===== config.mk =====
export PLATFORM = sky130hd
export DESIGN_NAME = exchanger_avalon_bridge
export DESIGN_NICKNAME = d
export VERILOG_FILES = /design/src/rtl/exchanger_avalon_bridge.sv
export SDC_FILE = /design/constraint.sdc
export NUM_CORES = 1
export LEC_CHECK = 0
export CORE_ASPECT_RATIO = 0.7
export CORE_MARGIN = 10
export CORE_UTILIZATION = 38
export CTS_CLUSTER_SIZE = 8
export DETAILED_ROUTE_END_ITERATION = 10
export HOLD_SLACK_MARGIN = 0.02
export PLACE_DENSITY = 0.74
export REMOVE_ABC_BUFFERS = 1
export SYNTH_ARGS = -nofsm -noshare
export SYNTH_HDL_FRONTEND = slang
export SYNTH_SLANG_ARGS = --single-unit

===== constraint.sdc =====
create_clock -name clk -period 2.3 [get_ports clk]
set_input_delay 0.46 -clock clk [delete_from_list [all_inputs] [get_ports clk]]
set_output_delay 0.46 -clock clk [all_outputs]
set_load 0.01 [all_outputs]

===== src/rtl/exchanger_avalon_bridge.sv =====
// Avalon-MM slave bridge onto port A of the ARM/NIOS exchange RAM.
// It write-protects NIOS-owned words 8-15 and snoops NIOS writes to raise an ARM interrupt.
module exchanger_avalon_bridge #(
  parameter int unsigned RAM_LATENCY = 1,
  parameter logic [31:0] BRIDGE_ID   = 32'h45584331
) (
  input  logic        clk,
  input  logic        reset_n,
  input  logic [4:0]  avs_address,
  input  logic        avs_read,
  input  logic        avs_write,
  input  logic [31:0] avs_writedata,
  output logic [31:0] avs_readdata,
  output logic        avs_waitrequest,
  output logic [31:0] ARM_DATA_FROM,
  input  logic [31:0] ARM_DATA_TO,
  output logic [3:0]  ARM_SEL,
  output logic        ARM_WR,
  input  logic [3:0]  NIOS_SEL,
  input  logic        NIOS_WR,
  output logic        irq
);

  localparam int unsigned DW = 32;
  localparam int unsigned AW = 5;
  localparam int unsigned MW = 8;

  typedef enum logic [1:0] {IDLE, RD_WAIT, RD_CAPT, RD_RESP} state_e;

  state_e          state_q, state_d;
  logic [AW-1:0]   addr_q, addr_d;
  logic [DW-1:0]   rdata_q, rdata_d;
  logic [MW-1:0]   dirty_q, dirty_d;
  logic [MW-1:0]   irq_en_q, irq_en_d;
  logic [MW-1:0]   reject_q, reject_d;
  logic            irq_q;
  logic            wr_acc;
  logic [MW-1:0]   snoop_set, w1c;
  logic [DW-1:0]   reg_rdata;

  // Control register read mux, addressed by the address latched at read acceptance
  always_comb begin
    reg_rdata = '0;
    case (addr_q[3:0])
      4'h0:    reg_rdata = DW'(dirty_q);
      4'h1:    reg_rdata = DW'(irq_en_q);
      4'h2:    reg_rdata = DW'(reject_q);
      4'h3:    reg_rdata = BRIDGE_ID;
      default: reg_rdata = '0;
    endcase
  end

  // Bus FSM; the write path and RAM address are combinational from the bus in IDLE
  always_comb begin
    state_d         = state_q;
    addr_d          = addr_q;
    rdata_d         = rdata_q;
    avs_waitrequest = 1'b0;
    ARM_WR          = 1'b0;
    ARM_SEL         = addr_q[3:0];
    ARM_DATA_FROM   = '0;
    wr_acc          = 1'b0;
    case (state_q)
      IDLE: begin
        ARM_SEL = 4'd0;
        if (avs_read) begin
          avs_waitrequest = 1'b1;
          ARM_SEL         = avs_address[3:0];
          addr_d          = avs_address;
          state_d         = (RAM_LATENCY >= 2) ? RD_WAIT : RD_CAPT;
        end else if (avs_write) begin
          wr_acc  = 1'b1;
          ARM_SEL = avs_address[3:0];
          if (!avs_address[4] && !avs_address[3]) begin
            ARM_WR        = 1'b1;
            ARM_DATA_FROM = avs_writedata;
          end
        end
      end
      RD_WAIT: begin
        avs_waitrequest = 1'b1;
        state_d         = RD_CAPT;
      end
      RD_CAPT: begin
        avs_waitrequest = 1'b1;
        rdata_d         = addr_q[4] ? reg_rdata : ARM_DATA_TO;
        state_d         = RD_RESP;
      end
      RD_RESP: state_d = IDLE;
      default: state_d = IDLE;
    endcase
  end

  // Register file updates; a snoop set overrides a same-cycle W1C
  always_comb begin
    snoop_set = '0;
    w1c       = '0;
    irq_en_d  = irq_en_q;
    reject_d  = reject_q;
    if (NIOS_WR && NIOS_SEL[3]) snoop_set[NIOS_SEL[2:0]] = 1'b1;
    if (wr_acc && avs_address[4]) begin
      case (avs_address[3:0])
        4'h0:    w1c      = avs_writedata[MW-1:0];
        4'h1:    irq_en_d = avs_writedata[MW-1:0];
        4'h2:    reject_d = '0;
        default: ;
      endcase
    end
    if (wr_acc && !avs_address[4] && avs_address[3] && (reject_q != 8'hFF))
      reject_d = reject_q + 8'd1;
    dirty_d = (dirty_q & ~w1c) | snoop_set;
  end

  always_ff @(posedge clk or negedge reset_n) begin
    if (!reset_n) begin
      state_q  <= IDLE;
      addr_q   <= '0;
      rdata_q  <= '0;
      dirty_q  <= '0;
      irq_en_q <= '0;
      reject_q <= '0;
      irq_q    <= 1'b0;
    end else begin
      state_q  <= state_d;
      addr_q   <= addr_d;
      rdata_q  <= rdata_d;
      dirty_q  <= dirty_d;
      irq_en_q <= irq_en_d;
      reject_q <= reject_d;
      irq_q    <= |(dirty_q & irq_en_q);
    end
  end

  assign avs_readdata = rdata_q;
  assign irq          = irq_q;

endmodule


# --- After elaboration in Yosys (flattened, before gate mapping) ---
# Cells that the tools add are included.
totals:
  reg_bits: 64
  in_bits: 78
  elab_cells: 71
op_classes:
  addsub: 1
  magnitude_cmp: 2
  n_eq_ne: 10
  n_mux: 28
  bitwise_logic: 4
  reduce_logical: 19
op_table:
  columns: ["op", "count"]
  rows:
  - ["32-bit two-way mux", 5]
  - ["31-bit one-hot mux with 4 select lines", 1]
  - ["8-bit two-way mux", 6]
  - ["8-bit AND", 2]
  - ["4-bit by 2-bit equality test with 1-bit output, second input constant", 3]
  - ["4-bit two-way mux", 3]
  - ["1-bit two-way mux", 9]
  - ["8-bit by 1-bit adder with 8-bit output, second input constant", 1]
  - ["4-bit by 1-bit equality test with 1-bit output, second input constant", 2]
  - ["4-bit zero test", 2]
  - ["8-bit != test, second input constant", 1]
  - ["8-bit inverter", 1]
  - ["8-bit bitwise OR", 1]
  - ["2-bit one-hot mux with 4 select lines", 1]
  - ["8-bit OR reduction", 1]
  - ["1-bit logical AND", 7]
  - ["2-bit AND reduction", 3]
  - ["2-bit equality test, second input constant", 2]
  - ["3-bit by 4-bit less-than comparator with 1-bit output, second input constant", 1]
  - ["2-bit nonzero test", 2]
  - ["1-bit demux with 3-bit select", 1]
  - ["3-bit by 1-bit greater-or-equal comparator with 1-bit output, second input constant", 1]
  - ["2-bit by 1-bit equality test with 1-bit output, second input constant", 1]
  - ["1-bit zero test", 2]
  - ["5 further kinds", 5]

# --- Logic depth before layout (Yosys ltp) ---
depth:
  ltp_word: 8
  mapped_depth: 7
  mapped_depth_nobuf: 6

# --- Worst setup path before layout ---
# No wires, ideal clock.
synth_timing:
  kind: "reg-to-output"
  from: "reg state_q[0]"
  to: "out ARM_DATA_FROM[22]"
  t_arrival_ps: 1902
  required_time_ps: 1840
  path_slack_ps: -62
  path_stages_with_launch: 7
  path_buffers: 1
  cell_sequence: "dfrtp_1 > inv_1 > ha_1 > nor4bb_1 > nor2b_1 > clkbuf_1 > and2_1"
synth_via:
  elab_chain_cells: 2
synth_rtl:
  columns: ["element", "line_no", "text"]
  rows:
  - ["start: declaration", "30", "state_e state_q, state_d;"]
  - ["start signal: assignment", "124", "state_q <= state_d;"]
  - ["2-bit zero test", "63", "case (state_q)"]
  - ["32-bit two-way mux", "63", null]
  - ["end: declaration", "15", "output logic [31:0] ARM_DATA_FROM,"]
# Every way passes these cells.

# --- Worst setup path after layout ---
layout_timing:
  from: "reg state_q[0]"
  to: "out ARM_DATA_FROM[3]"
# Same word-level chain as after synthesis.

==> qor.csv <==
stage,metric,value,unit
run_status,status,finished with violations,
run_status,violations,negative setup slack,
worst_setup_path,required,1.84,ns
clock_tree,clock_latency,0.33,ns
clock_tree,h-tree-depth,3,
global_routing,grt.met2_usage,0.277,
worst_setup_path,start_kind,register,
placement,place_ws,-0.618,ns
timing,fmax,422,MHz
worst_setup_path,endpoint_kind,output pin,
clock_tree,clkTransAtPathRegs,0.06,ns
worst_setup_path,crit_start,state_q[0],
placement,io_buffers,148,
worst_setup_path,arrival,1.91,ns
die,start_util,0.395,
worst_setup_path,worstSetupPathType,reg2out,
timing,worst_slack,-0.0703,ns
route,drtAntennaViolNets,0,
layout,fin_util,0.656,
timing,drv_slew,0,
synth,syn_inst,361,
die,fp.dieArea,13100,sq um
global_routing,antenna_found_initial,0,
layout,fin_cells,667,
route,drc_errors,0,
hold_path,hp-class,in2async,
clock_tree,clock_sinks,64,
die,coreArea,8580,sq um
synth,synthDistinctLibCells,36,
route,wirelength,11300,microns
timing,period_needed,2.37,ns
synth,ys.flop_type,dfrtp_1,
layout,num-nets-final,626,
synth,synth_most_common_cell,dfrtp_1,
synth,async_flop_share,1.00,
timing,finClkSkew,0.00710,ns
clock_tree,cts_inserted_buffers,9,
power_and_ir_drop,p_per_area,1040,nW/um^2
worst_setup_path,rr_endpoint,reject_q[3],
synth,synth.yosys.warnings,0,
worst_setup_path,crit_end,ARM_DATA_FROM[3],
global_routing,grt_pass1_vias,3213,
route,wl_per_cell,17.0,microns
synth,synth_top_area_cell,dfrtp_1,
die,num_io_pins,149,
worst_setup_path,r2r_slack,0.19,ns
die,rows,28,
placement,hpwl,8110,microns
synth,yosys-top-cells-area,"dfrtp_1, and2_1, o21ai_0",
power_and_ir_drop,ir_drop,686,uV
layout,seqCellArea,1600,sq um
placement,dp_cells,638,
synth,ys_ff_latch,64,
run,drv_cap,0,
clock_tree,clockBufferDepth,2,
timing,rsz0062_at_grt,true,
clock_tree,root_buffer,clkbuf_16,
synth,netlist_top_cells_count,"dfrtp_1, o21ai_0, and2_1, inv_1, nand2_1",
global_routing,gr-total-overflow,0,
synth,synth_area,3390,sq um
clock_tree,tritoncts,built,
global_routing,grtUsageTotal,0.167,
synth,yosysTopAreaCellShare,0.473,
layout,drive_above_1_share,0.243,
global_routing,grt.met3_usage,0.0487,
layout,diodes,0,
route,dr.pass1.iters,5,
layout,fillers,697,
route,vias,3323,
worst_setup_path,reg2reg_from,state_q[0],
synth,ys_seq_area_frac,0.473,
global_routing,grt.busiest_layer,met2,
timing,min_period_over_period,1.03,
route,viasPerCell,4.98,
timing,finalSetupViolations,19,
worst_setup_path,rr_worst_depth,8,
die,die_w,133,microns
timing,tns,-0.757,ns
timing,max_slew_margin,0.719,
global_routing,grt_max_degree,65,
route,drt_iter0_drc,281,
power_and_ir_drop,leakage,2.56,nW
layout,syn_to_final_growth,66.3,%
synth,avgSynthCellArea,9.38,sq um
timing,worst_pin_slew,0.420,ns
global_routing,grt_pass1_wl,17900,microns
layout,multi_input_comb_area,1680,sq um
placement,gp_congestion,0.855,
global_routing,use_met1,0.213,
timing,finalHoldViolations,0,
worst_setup_path,path_max_fanout,4,
die,dieHeight,99.0,microns
synth,synth_edf_count,0,
[cells in the final DEF, fill, tap and decap left out, drive strengths merged, types with 5 or more instances in the layout]
| cell type | count |
|---|---|
| o21ai | 37 |
| nand3b | 16 |
| clkbuf | 9 |
| a21oi | 14 |
| dfrtp | 64 |
| nor2b | 7 |
| nand2b | 7 |
| mux2i | 5 |
| ha | 6 |
| buf | 74 |
| nand3 | 9 |
| clkdlybuf4s50 | 105 |
| nand2 | 32 |
| mux2 | 16 |
| o2bb2ai | 11 |
| nor2 | 12 |
| and2 | 33 |
| dlygate4sd2 | 7 |
| inv | 34 |
[registers in the layout, summed over array words and instances, names as in the netlist]
register,cells
dirty_q,8
irq_en_q,8
state_q,2
addr_q,5
irq,1
reject_q,8
avs_readdata,32
[through the flow]
| step | area (sq um) | hold WS [ns] | power [mW] |
|---|---|---|---|
| after floorplan | 3320 | 0.164 | 2.97 |
| after global placement | 5180 | 0.487 | 4.29 |
| after detailed placement | 5180 | 0.485 | 4.35 |
| after CTS | 5570 | 0.159 | 5.90 |
| after global routing | 5630 | 0.162 | 6.29 |
| final | 5630 | 0.147 | 5.88 |
[how the worst min path moves through the flow]
stage	endpoint	slack, ns
floorplan	addr_q[0]	0.16
global placement	avs_readdata[19]	0.49
detailed placement	avs_readdata[20]	0.48
CTS	avs_readdata[23]	0.16
global route	irq_en_q[5]	0.16
finish	irq_en_q[5]	0.15
[worst max-delay path, cell delays in order, from the launching register on]
cell and delay [ns]:
dfrtp_1 0.40, inv_2 0.09, ha_4 0.14, nor4bb_4 0.22, nor2b_4 0.25, buf_6 0.13
buf_6 0.12, and2_4 0.14, buf_6 0.09
[what timing repair did]
item | CTS | global route
endpoints found under the setup margin | 40 | 35
hold buffers | 0 | 0
resized for setup | 156 | 36
cloned | 3 | 0
pin swaps | 5 | 11
buffers inserted | 10 | 4
[report_power, final]
part	switching (mW)	internal, mW
clock network	0.528	0.959
logic	1.27	1.36
registers	0.226	1.53
total	2.03	3.85
[layout make-up]
class | count | share of cell area
Clock inverter | 7 | 0.0182
Clock buffer | 9 | 0.0400
Inverter | 32 | 0.0213
Sequential cell | 64 | 0.284
Tap cell | 120 | 0.0266
Timing Repair Buffer | 188 | 0.312
Multi-Input combinational cell | 247 | 0.297
[metal layers]
layer / wire length (microns) / up-vias
li1: - / 1618
met1: 5030 / 1587
met2: 5650 / 107
met3: 530 / 11
met4: 97 / 0
met5: 0 / -
[kinds of logic (layout without fill, tap and decap cells)]
family,count (synthesis),after routing,share of synthesized area
and+or+nand+nor,135,135,0.227
AOI/OAI and AO/OA,85,85,0.154
buffers and inverters,50,236,0.0554
DFF,64,64,0.473
adders and majority gates,6,6,0.0222
muxes,21,21,0.0680
Power figures use the tool's default switching activity.
